## src/rtl/sw_pkg.sv

```systemverilog
// ---------------------------------------------------------------------------
// sw_pkg
//   Shared constants for the switch front end (sw_debounce8 / debounce_bit).
//   SW_WIDTH          number of board switches feeding the encoder
//   DEBOUNCE_DEFAULT  hold time, in synchronised cycles, for silicon builds
//   DEBOUNCE_SIM      short hold time so simulations stay quick
// ---------------------------------------------------------------------------
package sw_pkg;

    localparam int SW_WIDTH         = 8;
    localparam int DEBOUNCE_DEFAULT = 16;
    localparam int DEBOUNCE_SIM     = 4;

    // Counter width for a given hold time. The counter only ever holds
    // 0 .. cycles-1, so clog2(cycles) bits is exactly enough (cycles >= 2).
    function automatic int debounce_cnt_w(input int cycles);
        return $clog2(cycles);
    endfunction

endpackage : sw_pkg

```

## src/rtl/sw_debounce8_debounce_bit.sv

```systemverilog
// ---------------------------------------------------------------------------
// debounce_bit
//   One switch lane: two-flop synchroniser followed by a saturating
//   agreement counter. A new level is accepted only after the synchronised
//   input has disagreed with the current stable level for DEBOUNCE_CYCLES
//   consecutive clocks; any return to the stable level restarts the count.
//
// Ports
//   clk         in   system clock, rising edge
//   rst_n       in   asynchronous active-low reset
//   raw_bit     in   asynchronous switch level
//   stable_bit  out  debounced level (registered)
//   rise_bit    out  one-cycle pulse, stable went 0->1 (registered)
//   fall_bit    out  one-cycle pulse, stable went 1->0 (registered)
//   accept_bit  out  combinational: stable_bit flips on the coming edge.
//                    Lets the top register its summary flags on the same
//                    edge as stable/rise/fall rather than one cycle late.
// ---------------------------------------------------------------------------
module debounce_bit
    import sw_pkg::*;
#(
    parameter int DEBOUNCE_CYCLES = DEBOUNCE_DEFAULT
) (
    input  logic clk,
    input  logic rst_n,
    input  logic raw_bit,
    output logic stable_bit,
    output logic rise_bit,
    output logic fall_bit,
    output logic accept_bit
);

    localparam int               CNT_W   = debounce_cnt_w(DEBOUNCE_CYCLES);
    localparam logic [CNT_W-1:0] CNT_MAX = CNT_W'(DEBOUNCE_CYCLES - 1);

    logic             s1_reg;
    logic             s2_reg;
    logic             stable_reg;
    logic             rise_reg;
    logic             fall_reg;
    logic [CNT_W-1:0] cnt_reg;
    logic [CNT_W-1:0] cnt_next;
    logic             differ;
    logic             accept;

    // Only the second synchroniser stage is allowed to influence state.
    assign differ = s2_reg ^ stable_reg;
    assign accept = differ && (cnt_reg == CNT_MAX);

    // Counter returns to zero both on agreement and on acceptance, so it
    // never exceeds CNT_MAX and cannot wrap.
    always_comb begin
        cnt_next = '0;
        if (differ && !accept) begin
            cnt_next = cnt_reg + 1'b1;
        end
    end

    always_ff @(posedge clk or negedge rst_n) begin
        if (!rst_n) begin
            s1_reg     <= 1'b0;
            s2_reg     <= 1'b0;
            cnt_reg    <= '0;
            stable_reg <= 1'b0;
            rise_reg   <= 1'b0;
            fall_reg   <= 1'b0;
        end else begin
            s1_reg   <= raw_bit;
            s2_reg   <= s1_reg;
            cnt_reg  <= cnt_next;
            // Pulses are re-evaluated every edge so they last one cycle.
            rise_reg <= accept &&  s2_reg;
            fall_reg <= accept && !s2_reg;
            if (accept) begin
                stable_reg <= s2_reg;
            end
        end
    end

    assign stable_bit = stable_reg;
    assign rise_bit   = rise_reg;
    assign fall_bit   = fall_reg;
    assign accept_bit = accept;

endmodule : debounce_bit

```

## src/rtl/sw_debounce8.sv

```systemverilog
// ---------------------------------------------------------------------------
// sw_debounce8
//   Front end for the switch vector feeding the priority encoder / 7-seg
//   stage. Each bit is synchronised and debounced independently; the top
//   adds registered summary flags.
//
// Ports
//   clk      in   system clock, rising edge
//   rst_n    in   asynchronous active-low reset
//   raw      in   [WIDTH] asynchronous switch levels
//   stable   out  [WIDTH] debounced levels (encoder x input)
//   rise     out  [WIDTH] per-bit one-cycle pulse on stable 0->1
//   fall     out  [WIDTH] per-bit one-cycle pulse on stable 1->0
//   changed  out  any rise or fall this cycle (registered)
//   any_on   out  |stable, updated on the same edge as stable
//
// DEBOUNCE_CYCLES must be at least 2.
// ---------------------------------------------------------------------------
module sw_debounce8
    import sw_pkg::*;
#(
    parameter int WIDTH           = SW_WIDTH,
    parameter int DEBOUNCE_CYCLES = DEBOUNCE_DEFAULT
) (
    input  logic             clk,
    input  logic             rst_n,
    input  logic [WIDTH-1:0] raw,
    output logic [WIDTH-1:0] stable,
    output logic [WIDTH-1:0] rise,
    output logic [WIDTH-1:0] fall,
    output logic             changed,
    output logic             any_on
);

    logic [WIDTH-1:0] stable_vec;
    logic [WIDTH-1:0] rise_vec;
    logic [WIDTH-1:0] fall_vec;
    logic [WIDTH-1:0] accept_vec;
    logic [WIDTH-1:0] stable_next;
    logic             changed_reg;
    logic             any_on_reg;

    generate
        for (genvar gi = 0; gi < WIDTH; gi++) begin : g_lane
            debounce_bit #(
                .DEBOUNCE_CYCLES (DEBOUNCE_CYCLES)
            ) u_lane (
                .clk        (clk),
                .rst_n      (rst_n),
                .raw_bit    (raw[gi]),
                .stable_bit (stable_vec[gi]),
                .rise_bit   (rise_vec[gi]),
                .fall_bit   (fall_vec[gi]),
                .accept_bit (accept_vec[gi])
            );
        end
    endgenerate

    // An accepting lane always flips its stable bit, so the post-edge
    // stable vector is simply the current one XOR the accept mask.
    assign stable_next = stable_vec ^ accept_vec;

    always_ff @(posedge clk or negedge rst_n) begin
        if (!rst_n) begin
            changed_reg <= 1'b0;
            any_on_reg  <= 1'b0;
        end else begin
            changed_reg <= |accept_vec;
            any_on_reg  <= |stable_next;
        end
    end

    assign stable  = stable_vec;
    assign rise    = rise_vec;
    assign fall    = fall_vec;
    assign changed = changed_reg;
    assign any_on  = any_on_reg;

endmodule : sw_debounce8
```

## config.mk

```make
export PLATFORM = sky130hd
export DESIGN_NAME = sw_debounce8
export DESIGN_NICKNAME = d
export VERILOG_FILES = /design/src/rtl/sw_pkg.sv /design/src/rtl/sw_debounce8_debounce_bit.sv /design/src/rtl/sw_debounce8.sv
export SDC_FILE = /design/constraint.sdc
export NUM_CORES = 1
export LEC_CHECK = 0
export ABC_AREA = 1
export BUFFER_PORTS_ARGS = -buffer_cell sky130_fd_sc_hd__clkbuf_2
export CORE_ASPECT_RATIO = 1.25
export CORE_MARGIN = 2
export CORE_UTILIZATION = 36
export CTS_CLUSTER_SIZE = 40
export DETAILED_ROUTE_END_ITERATION = 10
export PLACE_DENSITY = 0.58
export SYNTH_ARGS = -nofsm -noshare
export SYNTH_HDL_FRONTEND = slang
export SYNTH_SLANG_ARGS = --single-unit
```

## constraint.sdc

```tcl
create_clock -name clk -period 2.2 [get_ports clk]
set_clock_uncertainty 0.15 [all_clocks]
set_input_delay 0.11 -clock clk [delete_from_list [all_inputs] [get_ports clk]]
set_output_delay 0.11 -clock clk [all_outputs]
set_load 0.05 [all_outputs]
```

After elaboration in Yosys (flattened, before gate mapping). Index checks and enable logic that the tools add are counted.

ROM bits: 0. Latch bits: 0. Register bits: 74. Word-level logic and storage cells: 133. Memories kept: 0. Memory bits (writable): 0. Output and inout port bits: 26.

Reductions and logical operators: 50. Eq/ne operators: 8. Order comparisons: 0. Muxes and demuxes: 8. Multipliers: 0. Shift operators: 0. $add $sub $neg: 8. Bitwise gates (word level): 9. Divide/modulo/power cells: 0.

Operators with widths (number): $add 4x1->4 const B (8); $eq 4x4->1 const B (8); $logic_and 1x1->1 (32); $mux 4 (8); $logic_not 1->1 (16); $reduce_or 8->1 (2); $xor 1x1->1 (8); $xor 8x8->8 (1).

Longest topological paths before layout. Gate-level depths: netlist of run 1.

Depth in word-level cells: 5. Gate-level depth with buffers: 8. Depth with buffers taken out: 8.

Hierarchy. A second synthesis of run 1 with hierarchy kept.

Cell total of the unflattened synthesis: 312. Area total of the unflattened synthesis: 3095.5 um^2.

By module, submodules not included: debounce_bit (seq. area each 225.2 um^2, cells an instance 35, times used 8, area each 362.8 um^2); sw_debounce8 (seq. area each 50.0 um^2, cells an instance 32, times used 1, area each 192.7 um^2).

Worst setup path after synthesis of run 1. OpenSTA, ideal clock, no wires.

Path type: register to register. Start point: register g_lane[3].u_lane.cnt_reg[0]. End point: register any_on_reg, in the netlist any_on. Setup time: 0.119 ns. Required time: 1.931 ns. Arrival: 1.019 ns. Path slack: 0.912 ns. Period minus slack after synthesis: 1.288 ns. Cell stages (with the launch flop): 8. Cell sequence: dfrtp_1 > ha_1 > nand3_1 > nand2_1 > nand2_2 > nand2_1 > nor2_1 > nand2_1.

Word-level cells in the longest chain between the ends: 4.

RTL lines: start: declaration (RTL line sw_debounce8_debounce_bit.sv:41) `logic [CNT_W-1:0] cnt_reg;`; start signal: assignment (RTL line sw_debounce8_debounce_bit.sv:70) `cnt_reg <= cnt_next;`; $eq 4x4->1 (RTL line sw_debounce8_debounce_bit.sv:48) `assign accept = differ && (cnt_reg == CNT_MAX);`; $logic_and 1x1->1 (RTL line sw_debounce8_debounce_bit.sv:48); $xor 8x8->8 (RTL line sw_debounce8.sv:61) `assign stable_next = stable_vec ^ accept_vec;`; $reduce_or 8->1 (RTL line sw_debounce8.sv:69) `any_on_reg <= |stable_next;`; end signal: assignment (RTL line sw_debounce8.sv:69); end: declaration (RTL line sw_debounce8.sv:41) `logic any_on_reg;`.

Every way passes these cells. A chain may end at the register's enable or synchronous reset.

Final worst setup path of run 1.
Start point: register g_lane[7].u_lane.cnt_reg[0]. End point: register any_on_reg, in the netlist any_on.

Word-level cells in the longest chain between the ends: 4.

RTL lines (RTL line): start: declaration (sw_debounce8_debounce_bit.sv:41); start signal: assignment (sw_debounce8_debounce_bit.sv:70); $eq 4x4->1 (sw_debounce8_debounce_bit.sv:48); $logic_and 1x1->1 (sw_debounce8_debounce_bit.sv:48); $xor 8x8->8 (sw_debounce8.sv:61); $reduce_or 8->1 (sw_debounce8.sv:69).

Every way passes these cells.

==> key figures, run 1 <==
Clock network
  • Cts bufs inserted: 9
  • Clk Tree Root Cell: clkbuf_8
  • CTS tree: done
  • Worst-skew pair later-pin latency: around 0.35 ns
  • Setup Fix Bufs, Post-CTS: 0
  • Worst-path clk slew: 0.07 ns
  • # hold bufs at CTS: 9
  • Clk buf depth: 2
  • PostCTS Resize Cnt: 0
  • Max H-tree Level: 3
  • # clock sinks: 74

Worst setup path
  • Critical path peak fanout: 4
  • CP arrival: 1.55 ns
  • Worst Path Required: 2.28 ns
  • Crit end category: flop
  • CP Class: flop to flop
  • Critical path launch point type: flop

Routing
  • Drt first pass iters: 6
  • Final antenna-violating net count: 0
  • Wire per inst: between 10 and 15 µm
  • Vias: 1,894
  • Remaining DRCs: 0
  • Vias per inst: 4.32
  • Initial DRC count: 53
  • WL final: 4.58 mm

Global route
  • Initial antenna violation count: 0
  • Total GRT Usage: 0.119
  • Vias in the first global route: about 1,900
  • Largest net degree at the start of global routing: 41
  • First-pass GRT wire length: ~8.2 mm
  • Grt total ovfl: 0

Cells and area
  • Most frequent cells in the layout: dfrtp_1, nand2_1, nor2_1, inv_1, clkbuf_2
  • Area growth syn-to-layout: 13.5%
  • Post-route cell area: between 3000 and 4000 µm²
  • Core Util, Final: 0.420
  • Commonest non-fill, non-tap cell in the layout: dfrtp_1
  • Layout Nets: 354
  • Number of diodes: 0
  • Share of layout cells above drive strength 1: 0.191
  • Max reg flops: 32

STA
  • RSZ-0062 raised after global routing: no
  • Setup TNS: 0 ns
  • Slew Limit Fails: 0
  • Final worst-path cycle share: 0.666
  • Fmax: 683 MHz
  • Final setup violation count: 0
  • Slew headroom: 0.665
  • Post-layout minimum cycle time: 1.46 ns
  • Final Hold Fails: 0
  • Worst Tran Pin Value: 0.502 ns

Run status
  • Status: complete, no violations

Floorplanning
  • Core area: 8240 µm²
  • Die extent in x: ~86 µm
  • FP Rows: 37
  • Starting density of the core: 0.370
  • DIE AREA: 9230 µm²
  • Num ports: 36
  • Chip Height: 107 µm

Synthesis
  • Cells after Synth: between 300 and 400
  • Mean cell area of the mapped netlist: 10.0 µm²
  • Mapped cell area: a little over 3000 µm²
  • Yosys top cell area share: 0.607
  • Post-synthesis sequential area ratio: 0.607
  • Top cells by area, synth: dfrtp_1, nand2_1, nor2_1
  • Synth Register Bits: between 70 and 80
  • Yosys warns: 0
  • Mapped Nets: 322
  • Yosys cell types: 16
  • Post-synth top area cell: dfrtp_1

Placement
  • Dpl hpwl: 3.24 mm
  • Input/output buffers: 35
  • Post-Place Cell Area: approximately 3200 µm²
  • Final GP Congestion: 0.713

Hold path
  • Hold crit path type: primary input to asynchronous set/reset pin

Power and ir drop
  • Leak pwr: 1.94 nW
  • Cell Pwr Density: 736 nW/µm²
  • Max rail drop VDD: approximately 0.00033 V

Flow run
  • Maxcap violations: 0
## Yosys cell counts
cell type and count:
inv_2 3, dfrtp_1 74, nand3_1 14, xor2_1 11, nor3b_2 3, nor2_1 52, nand2_2 4, xnor2_1 5
nor2_4 2, nand4_1 5, ha_1 8, buf_4 24, inv_1 37, nand2_1 59, nor2_2 1, nand3_2 2
## critical path: stages (launching register included)
cell,delay [ns]
dfrtp_1,0.40
ha_1,0.24
nand3_1,0.14
nand2_1,0.07
nand2_1,0.08
nand2_1,0.06
nor2_1,0.14
nand2_1,0.07
## cell type report
| cell class | instances | area [µm²] |
|---|---|---|
| clock buffer | 14 | 173 |
| clock inverter | 2 | 10.0 |
| fill | 809 | 4780 |
| inverter | 40 | 150 |
| multi-input combinational | 166 | 870 |
| sequential | 74 | 1850 |
| tap | 97 | 121 |
| timing repair buffer | 45 | 288 |
## stage by stage
| stage | instances | setup slack (ns) | power [mW] | hold slack, ns |
|---|---|---|---|---|
| floorplan | 304 | 0.912 | 1.55 | -0.336 |
| global placement | 413 | 0.704 | 1.60 | -0.0308 |
| detailed placement | 413 | 0.687 | 1.61 | -0.0244 |
| CTS | 438 | 0.672 | 2.60 | 0.130 |
| global route | 438 | 0.537 | 2.70 | 0.163 |
| finish | 438 | 0.735 | 2.55 | 0.120 |
## final timing paths
path / from / endpoint / slack [ns] / depth (start not counted)
setup reg to reg: g_lane[7].u_lane.cnt_reg[0] / any_on / 0.74 / 7
max in group asynchronous: rst_n / g_lane[6].u_lane.s2_reg / 1.21 / 3
hold reg to reg: g_lane[3].u_lane.s1_reg / g_lane[3].u_lane.s2_reg / 0.20 / 0
hold / removal: rst_n / g_lane[3].u_lane.cnt_reg[2] / 0.12 / 2
setup / recovery: g_lane[7].u_lane.cnt_reg[0] / any_on / 0.74 / 7
min in group clk: g_lane[3].u_lane.s1_reg / g_lane[3].u_lane.s2_reg / 0.20 / 0
## kinds of logic after synthesis
| kind of cell | synth area share |
|---|---|
| flip-flops | 0.607 |
| AND/OR/NAND/NOR | 0.206 |
| XOR/XNOR | 0.0459 |
| adder cells (fa/ha/maj) | 0.0328 |
| buffers and inverters | 0.108 |
## where the power goes
| group | total (mW) | internal [mW] | switching [mW] | leakage (nW) |
|---|---|---|---|---|
| clock | 0.961 | 0.499 | 0.462 | 0.0965 |
| sequential | 1.45 | 1.41 | 0.0358 | 0.976 |
| combinational | 0.142 | 0.0596 | 0.0829 | 0.870 |
## metal layers
| layer | vias to the layer above | global-route usage | part of all wire |
|---|---|---|---|
| met5 | - | 0 | 0 |
| met2 | 33 | 0.188 | 0.50 |
| met4 | 0 | 0.0904 | 0.037 |
| li1 | 958 | - | - |
| met3 | 11 | 0.0354 | 0.042 |
| met1 | 892 | 0.131 | 0.43 |
Power figures use the tool's default switching activity.
==> run 2, diff against run 1 <==
clock period = 1.43 ns   (was 2.2 ns; I/O delays follow)
==> run 2 against run 1 <==
Net effect:
- sequential share of layout area is 2.0 points lower
- clock-buffer cell count down 4
- highest routed layer unchanged
- cell area up 3.9%
- register-to-register slack worse by 0.66 ns
- critical path type unchanged
==> key figures, run 2 (synthesis gave the netlist of run 1 again) <==
STA
  • Worst Tran Pin Value: 0.385 ns (was 0.502 ns)
  • Fmax: 740 MHz (was 683 MHz)
  • Final Hold Fails: 0 (unchanged)
  • Slew headroom: 0.743 (was 0.665)
  • Final worst-path cycle share: 0.945 (was 0.666)
  • Slew Limit Fails: 0 (unchanged)
  • Final setup violation count: 0 (unchanged)
  • Setup TNS: 0 ns (unchanged)
  • RSZ-0062 raised after global routing: yes (was no)
  • Post-layout minimum cycle time: 1.35 ns (was 1.46 ns)

Power and ir drop
  • Clock Power Share: 0.390 (was 0.377)
  • Internal power: 3.09 mW (was 1.97 mW)
  • Switch share: 0.237 (was 0.228)
  • Leak pwr: 1.96 nW (was 1.94 nW)
  • Cell Pwr Density: 1120 nW/µm² (was 736 nW/µm²)
  • Sequential power share: 0.550 (was 0.567)
  • Max rail drop VDD: 0.000542 V (was 0.000326 V)
  • Overall power: 4.05 mW (was 2.55 mW)
  • Gate power share: 0.060 (was 0.056)
  • Net Sw Power: 0.961 mW (was 0.580 mW)

Floorplanning
  • Die extent in x: 86.4 µm (unchanged)
  • Chip Height: 107 µm (unchanged)
  • Num ports: 36 (unchanged)
  • DIE AREA: 9230 µm² (unchanged)
  • Core area: 8240 µm² (unchanged)
  • Starting density of the core: 0.370 (unchanged)
  • FP Rows: 37 (unchanged)

Hold path
  • Hold crit path type: primary input to asynchronous set/reset pin (unchanged)

Routing
  • Initial DRC count: 93 (was 53)
  • Final antenna-violating net count: 0 (unchanged)
  • Vias: 1,920 (was 1,894)
  • Wire per inst: 10.3 µm (was 10.4 µm)
  • Remaining DRCs: 0 (unchanged)
  • Drt first pass iters: 4 (was 6)
  • Vias per inst: 4.30 (was 4.32)
  • WL final: 4.59 mm (was 4.58 mm)

Clock network
  • # clock sinks: 74 (unchanged)
  • Worst-skew pair later-pin latency: 0.34 ns (was 0.35 ns)
  • CTS tree: done (unchanged)
  • Cts bufs inserted: 9 (unchanged)
  • Clk Tree Root Cell: clkbuf_8 (unchanged)
  • Worst-path clk slew: 0.09 ns (was 0.07 ns)
  • Max H-tree Level: 3 (unchanged)
  • Clk buf depth: 2 (unchanged)

Cells and area
  • Layout Cells excl Fill: 446 (was 438)
  • Layout Nets: 362 (was 354)
  • Max reg flops: 32 (unchanged)
  • Share of layout cells above drive strength 1: 0.258 (was 0.191)
  • Area growth syn-to-layout: 18.0% (was 13.5%)
  • Commonest non-fill, non-tap cell in the layout: dfrtp_1 (unchanged)
  • Most frequent cells in the layout: dfrtp_1, nand2_1, nor2_1, inv_1, clkbuf_2 (unchanged)
  • Number of diodes: 0 (unchanged)

Placement
  • Final GP Congestion: 0.706 (was 0.713)
  • Dpl hpwl: 3.13 mm (was 3.24 mm)
  • Input/output buffers: 35 (unchanged)
  • Placed cells: 417 (was 413)

Worst setup path
  • Crit path top cell by count: nand2_1 (unchanged)
  • Crit end category: flop (unchanged)
  • Worst Path Required: 1.52 ns (was 2.28 ns)
  • FF-to-FF path depth: 8 (was 7)
  • CP Class: flop to flop (unchanged)
  • Cell breakdown of the critical path: ha_2 -> nand2_2 -> nor2_4 -> nand2_1 -> nand2_1 -> nand2_2 -> nor2_4 -> nand2_1 (was ha_1 -> nand3_1 -> nand2_1 -> nand2_1 -> nand2_1 -> nor2_1 -> nand2_1)
  • Slowest cell on crit path: dfrtp_1 (unchanged)
  • Critical path launch point type: flop (unchanged)
  • Crit-path max cell delay: 0.36 ns (was 0.40 ns)
  • Critical path peak fanout: 3 (was 4)
  • Family with the most delay on the worst path: simple AND/OR/NAND/NOR gates (unchanged)
  • WP depth: 8 (was 7)
  • CP arrival: 1.44 ns (was 1.55 ns)
  • CP Buf/Inv Count: 0 (unchanged)

Global route
  • Met2 usage: 0.184 (was 0.188)
  • GRT busiest layer: met2 (unchanged)
  • Vias in the first global route: 1,905 (was 1,911)
  • Initial antenna violation count: 0 (unchanged)
  • Total GRT Usage: 0.110 (was 0.119)
  • Largest net degree at the start of global routing: 75 (was 41)
  • First-pass GRT wire length: 7.87 mm (was 8.22 mm)
  • Grt total ovfl: 0 (unchanged)
  • Met1 Resource Use GR: 0.125 (was 0.131)
  • Met3 Usage GRT: 0.0400 (was 0.0354)

Run status
  • Status: complete, no violations (unchanged)

Flow run
  • Maxcap violations: 0 (unchanged)
==> run 2: repair_timing <==
action	4_1_cts	5_1_grt
hold buffers	9	0
pin swaps	3	2
resized for setup	7	11
setup endpoints to repair	1	5
setup buffers	2	2
hold endpoints to repair	82	0
==> run 2: area by class of cell <==
class | instances | area (µm²)
Tap cell | 97 | 121
Sequential cell | 74 | 1850
Clock buffer | 10 | 128
Inverter | 40 | 150
Multi-Input combinational cell | 166 | 935
Clock inverter | 6 | 66.3
Timing Repair Buffer | 53 | 348
Fill cell | 811 | 4640
==> run 2: per-layer routing <==
layer,part of all wire,wire [µm]
met5,0,0
met4,0.022,100
met3,0.038,173
met2,0.50,2310
met1,0.44,2000
==> run 2: stage by stage <==
stage	hold WS (ns)	utilization	setup WS [ns]	instance area, µm²
after detailed placement	-0.0334	0.391	-0.0508	3220
after CTS	0.129	0.430	0.0117	3550
after floorplan	-0.374	-	0.142	3050
final	0.122	0.437	0.0789	3600
after global routing	0.149	0.437	-0.0165	3600
after global placement	-0.0376	0.391	-0.0326	3220
==> run 2: worst reg2reg max path: cells and delay by family, from the launching register on <==
| family | cells | cell delay (ns) |
|---|---|---|
| simple gates | 7 | 0.53 |
| fa+ha+maj | 1 | 0.20 |
| flops | 1 | 0.36 |
==> run 2: worst paths after layout <==
kind | slack [ns] | endpoint | from
worst min register to register | 0.20 | g_lane[4].u_lane.s2_reg | g_lane[4].u_lane.s1_reg
worst min-delay path | 0.12 | g_lane[0].u_lane.fall_bit | rst_n
worst max register to register | 0.08 | any_on | g_lane[7].u_lane.cnt_reg[0]
max in group asynchronous | 0.69 | g_lane[6].u_lane.s2_reg | rst_n
min in group clk | 0.20 | g_lane[4].u_lane.s2_reg | g_lane[4].u_lane.s1_reg
worst max-delay path | 0.08 | any_on | g_lane[7].u_lane.cnt_reg[0]
==> run 2: power by group through the flow <==
stage	Sequential, mW	Clock (mW)	Combinational, mW
detailed placement	2.26	0	0.209
finish	2.23	1.58	0.243
floorplan	2.26	0	0.124
global placement	2.26	0	0.203
CTS	2.22	1.65	0.239
global route	2.24	1.74	0.286
==> run 3, diff against run 2 <==
==> constraint.sdc (replaced) <==
create_clock -name clk -period 1.6 [get_ports clk]
set_clock_uncertainty 0.15 [all_clocks]
set_input_delay 0.16 -clock clk [delete_from_list [all_inputs] [get_ports clk]]
set_output_delay 0.16 -clock clk [all_outputs]
set_load 0.05 [all_outputs]
==> run 3 against run 2 <==
Net effect:
- non-clock buffer count fell by 6
- core utilization shrank 1.1 points
- register-to-register slack better by 0.08 ns
- wire length up 0.37%
- combinational power decreased by 17%
- first-iteration DRC count fell by 12%
- sequential share of layout area grew 1.3 points
- sequential power is 11% lower
- die area stayed put
- critical path depth is 1 lower
- sequential cell count is the same
- highest routed layer unchanged
==> key figures, run 3 (synthesis gave the netlist of run 1 again) <==
Run status
  • Status: complete, no violations (unchanged)

Power and ir drop
  • Cell Pwr Density: 1060 nW/µm² (was 1120 nW/µm²)
  • Leak pwr: 1.96 nW (about the same)
  • Max rail drop VDD: 0.000503 V (was 0.000542 V)
  • Overall power: 3.72 mW (was 4.05 mW)

STA
  • RSZ-0062 raised after global routing: no (was yes)
  • Min setup slack post-route: 0.154 ns (was 0.0789 ns)
  • Slew headroom: 0.765 (was 0.743)
  • Fmax: 692 MHz (was 740 MHz)
  • Setup TNS: 0 ns (unchanged)
  • Final Hold Fails: 0 (unchanged)
  • Min Hold Slack: 0.121 ns (was 0.122 ns)
  • Post-layout minimum cycle time: 1.45 ns (was 1.35 ns)
  • Final setup violation count: 0 (unchanged)
  • Slew Limit Fails: 0 (unchanged)
  • Final worst-path cycle share: 0.903 (was 0.945)
  • Worst Tran Pin Value: 0.353 ns (was 0.385 ns)

Global route
  • Initial antenna violation count: 0 (unchanged)
  • Total GRT Usage: 0.113 (was 0.110)
  • Vias in the first global route: 1,960 (was 1,905)
  • First-pass GRT wire length: 8.11 mm (was 7.87 mm)
  • Grt total ovfl: 0 (unchanged)
  • Largest net degree at the start of global routing: 37 (was 75)

Clock network
  • Clk buf depth: 2 (unchanged)
  • Clk Tree Root Cell: clkbuf_8 (unchanged)
  • # clock sinks: 74 (unchanged)
  • Setup Fix Bufs, Post-CTS: 0 (was 2)
  • Worst-skew pair later-pin latency: 0.34 ns (about the same)
  • Worst-path clk slew: 0.08 ns (was 0.09 ns)
  • Max H-tree Level: 3 (unchanged)
  • CTS tree: done (unchanged)
  • Cts bufs inserted: 9 (unchanged)

Placement
  • Setup WS pre-CTS: 0.0923 ns (was -0.0508 ns)
  • Post-Place Cell Area: 3210 µm² (was 3220 µm²)
  • Dpl hpwl: 3.39 mm (was 3.13 mm)
  • Final GP Congestion: 0.770 (was 0.706)
  • Placed cells: 415 (was 417)
  • Input/output buffers: 35 (unchanged)

Cells and area
  • Share of layout cells above drive strength 1: 0.198 (was 0.258)
  • Max reg flops: 32 (unchanged)
  • Commonest non-fill, non-tap cell in the layout: dfrtp_1 (unchanged)
  • Core Util, Final: 0.426 (was 0.437)
  • Post-route cell area: 3510 µm² (was 3600 µm²)
  • Area growth syn-to-layout: 15.0% (was 18.0%)
  • Layout Cells excl Fill: 440 (was 446)
  • Number of diodes: 0 (unchanged)
  • Layout Nets: 356 (was 362)
  • Fillcell total: 814 (was 811)
  • Most frequent cells in the layout: dfrtp_1, nand2_1, nor2_1, inv_1, clkbuf_2 (unchanged)

Routing
  • Metal-1 WL: 1.98 mm (was 2.00 mm)
  • WL final: 4.60 mm (was 4.59 mm)
  • Highest metal used: met4 (unchanged)
  • Final antenna-violating net count: 0 (unchanged)
  • Initial DRC count: 82 (was 93)
  • Remaining DRCs: 0 (unchanged)
  • Drt first pass iters: 4 (unchanged)
  • Wire length on met2: 2.34 mm (was 2.31 mm)
  • Vias per inst: 4.30 (about the same)
  • Wire per inst: 10.5 µm (was 10.3 µm)
  • Routed wl met3: 181 µm (was 173 µm)
  • Vias: 1,892 (was 1,920)

Worst setup path
  • Crit-path max cell delay: 0.40 ns (was 0.36 ns)
  • Worst Path Required: 1.66 ns (was 1.52 ns)
  • FF-to-FF path depth: 7 (was 8)
  • Critical path peak fanout: 3 (unchanged)
  • CP arrival: 1.51 ns (was 1.44 ns)
  • Worst r2r src: g_lane[1].u_lane.cnt_reg[0] (was g_lane[7].u_lane.cnt_reg[0])
  • CP Class: flop to flop (unchanged)
  • RR Endpoint: changed (was any_on)
  • Cell breakdown of the critical path: ha_1 -> nand3_1 -> inv_1 -> nand2_1 -> nand2_1 -> nor2_1 -> nand2_1 (was ha_2 -> nand2_2 -> nor2_4 -> nand2_1 -> nand2_1 -> nand2_2 -> nor2_4 -> nand2_1)
  • Critical path launch point type: flop (unchanged)
  • Slowest cell on crit path: dfrtp_1 (unchanged)
  • Worst R2R Setup Slack: 0.15 ns (was 0.08 ns)
  • Crit path top cell by count: nand2_1 (unchanged)
  • Crit end category: flop (unchanged)

Floorplanning
  • Starting density of the core: 0.370 (unchanged)
  • Die extent in x: 86.4 µm (unchanged)
  • Num ports: 36 (unchanged)
  • Core area: 8240 µm² (unchanged)
  • Chip Height: 107 µm (unchanged)
  • FP Rows: 37 (unchanged)
  • DIE AREA: 9230 µm² (unchanged)

Hold path
  • Hold crit path type: primary input to asynchronous set/reset pin (unchanged)

Flow run
  • Maxcap violations: 0 (unchanged)
-- run 3: cell count changes in the layout (fill, tap and decap cells not counted), sizes merged --
cell / delta
buf: -6
bufinv: +1
clkbuf: +1
clkinv: +2
clkinvlp: -3
inv: -1
-- run 3: final cells by class --
cell class	count	area, µm²	area share
repair buffers	47	303	0.0863
clock inverters	5	78.8	0.0225
flip-flops and latches	74	1850	0.528
multi-input cells	166	872	0.249
clock buffers	11	131	0.0374
inverters	40	150	0.0428
well taps	97	121	0.0346
-- run 3: how the worst max path moves through the flow --
stage                                 from  endpoint  slack, ns  cells after the start
2_1_floorplan  g_lane[3].u_lane.cnt_reg[0]    any_on       0.31                      7
5_1_grt        g_lane[1].u_lane.cnt_reg[0]   changed       0.03                      7
6_report       g_lane[1].u_lane.cnt_reg[0]   changed       0.15                      7
3_3_place_gp   g_lane[7].u_lane.cnt_reg[0]    any_on        0.1                      7
4_1_cts        g_lane[7].u_lane.cnt_reg[0]    any_on       0.08                      7
3_5_place_dp   g_lane[6].u_lane.cnt_reg[0]    any_on       0.09                      7
-- run 3: critical path, delay by kind of cell (launching register included) --
family                     cells  cell delay [ns]
buffers and inverters          1             0.05
adders and majority gates      1             0.24
DFF                            1             0.40
and+or+nand+nor                5             0.51
-- run 3: report_power, final --
group	switching (mW)	internal (mW)	total (mW)
Combinational	0.117	0.0838	0.201
Sequential	0.0488	1.94	1.99
Clock	0.654	0.877	1.53
Total	0.820	2.90	3.72
-- run 3: repair_timing --
action / in CTS / in global routing
hold buffers: 9 / 0
resized for setup: 0 / 1
setup endpoints to repair: 0 / 1
hold endpoints to repair: 82 / 0
-- run 3: per-layer routing --
| metal | global-route usage | vias up |
|---|---|---|
| li1 | - | 968 |
| met1 | 0.124 | 889 |
| met2 | 0.195 | 27 |
| met3 | 0.0323 | 8 |
| met4 | 0.0603 | 0 |
| met5 | 0 | - |
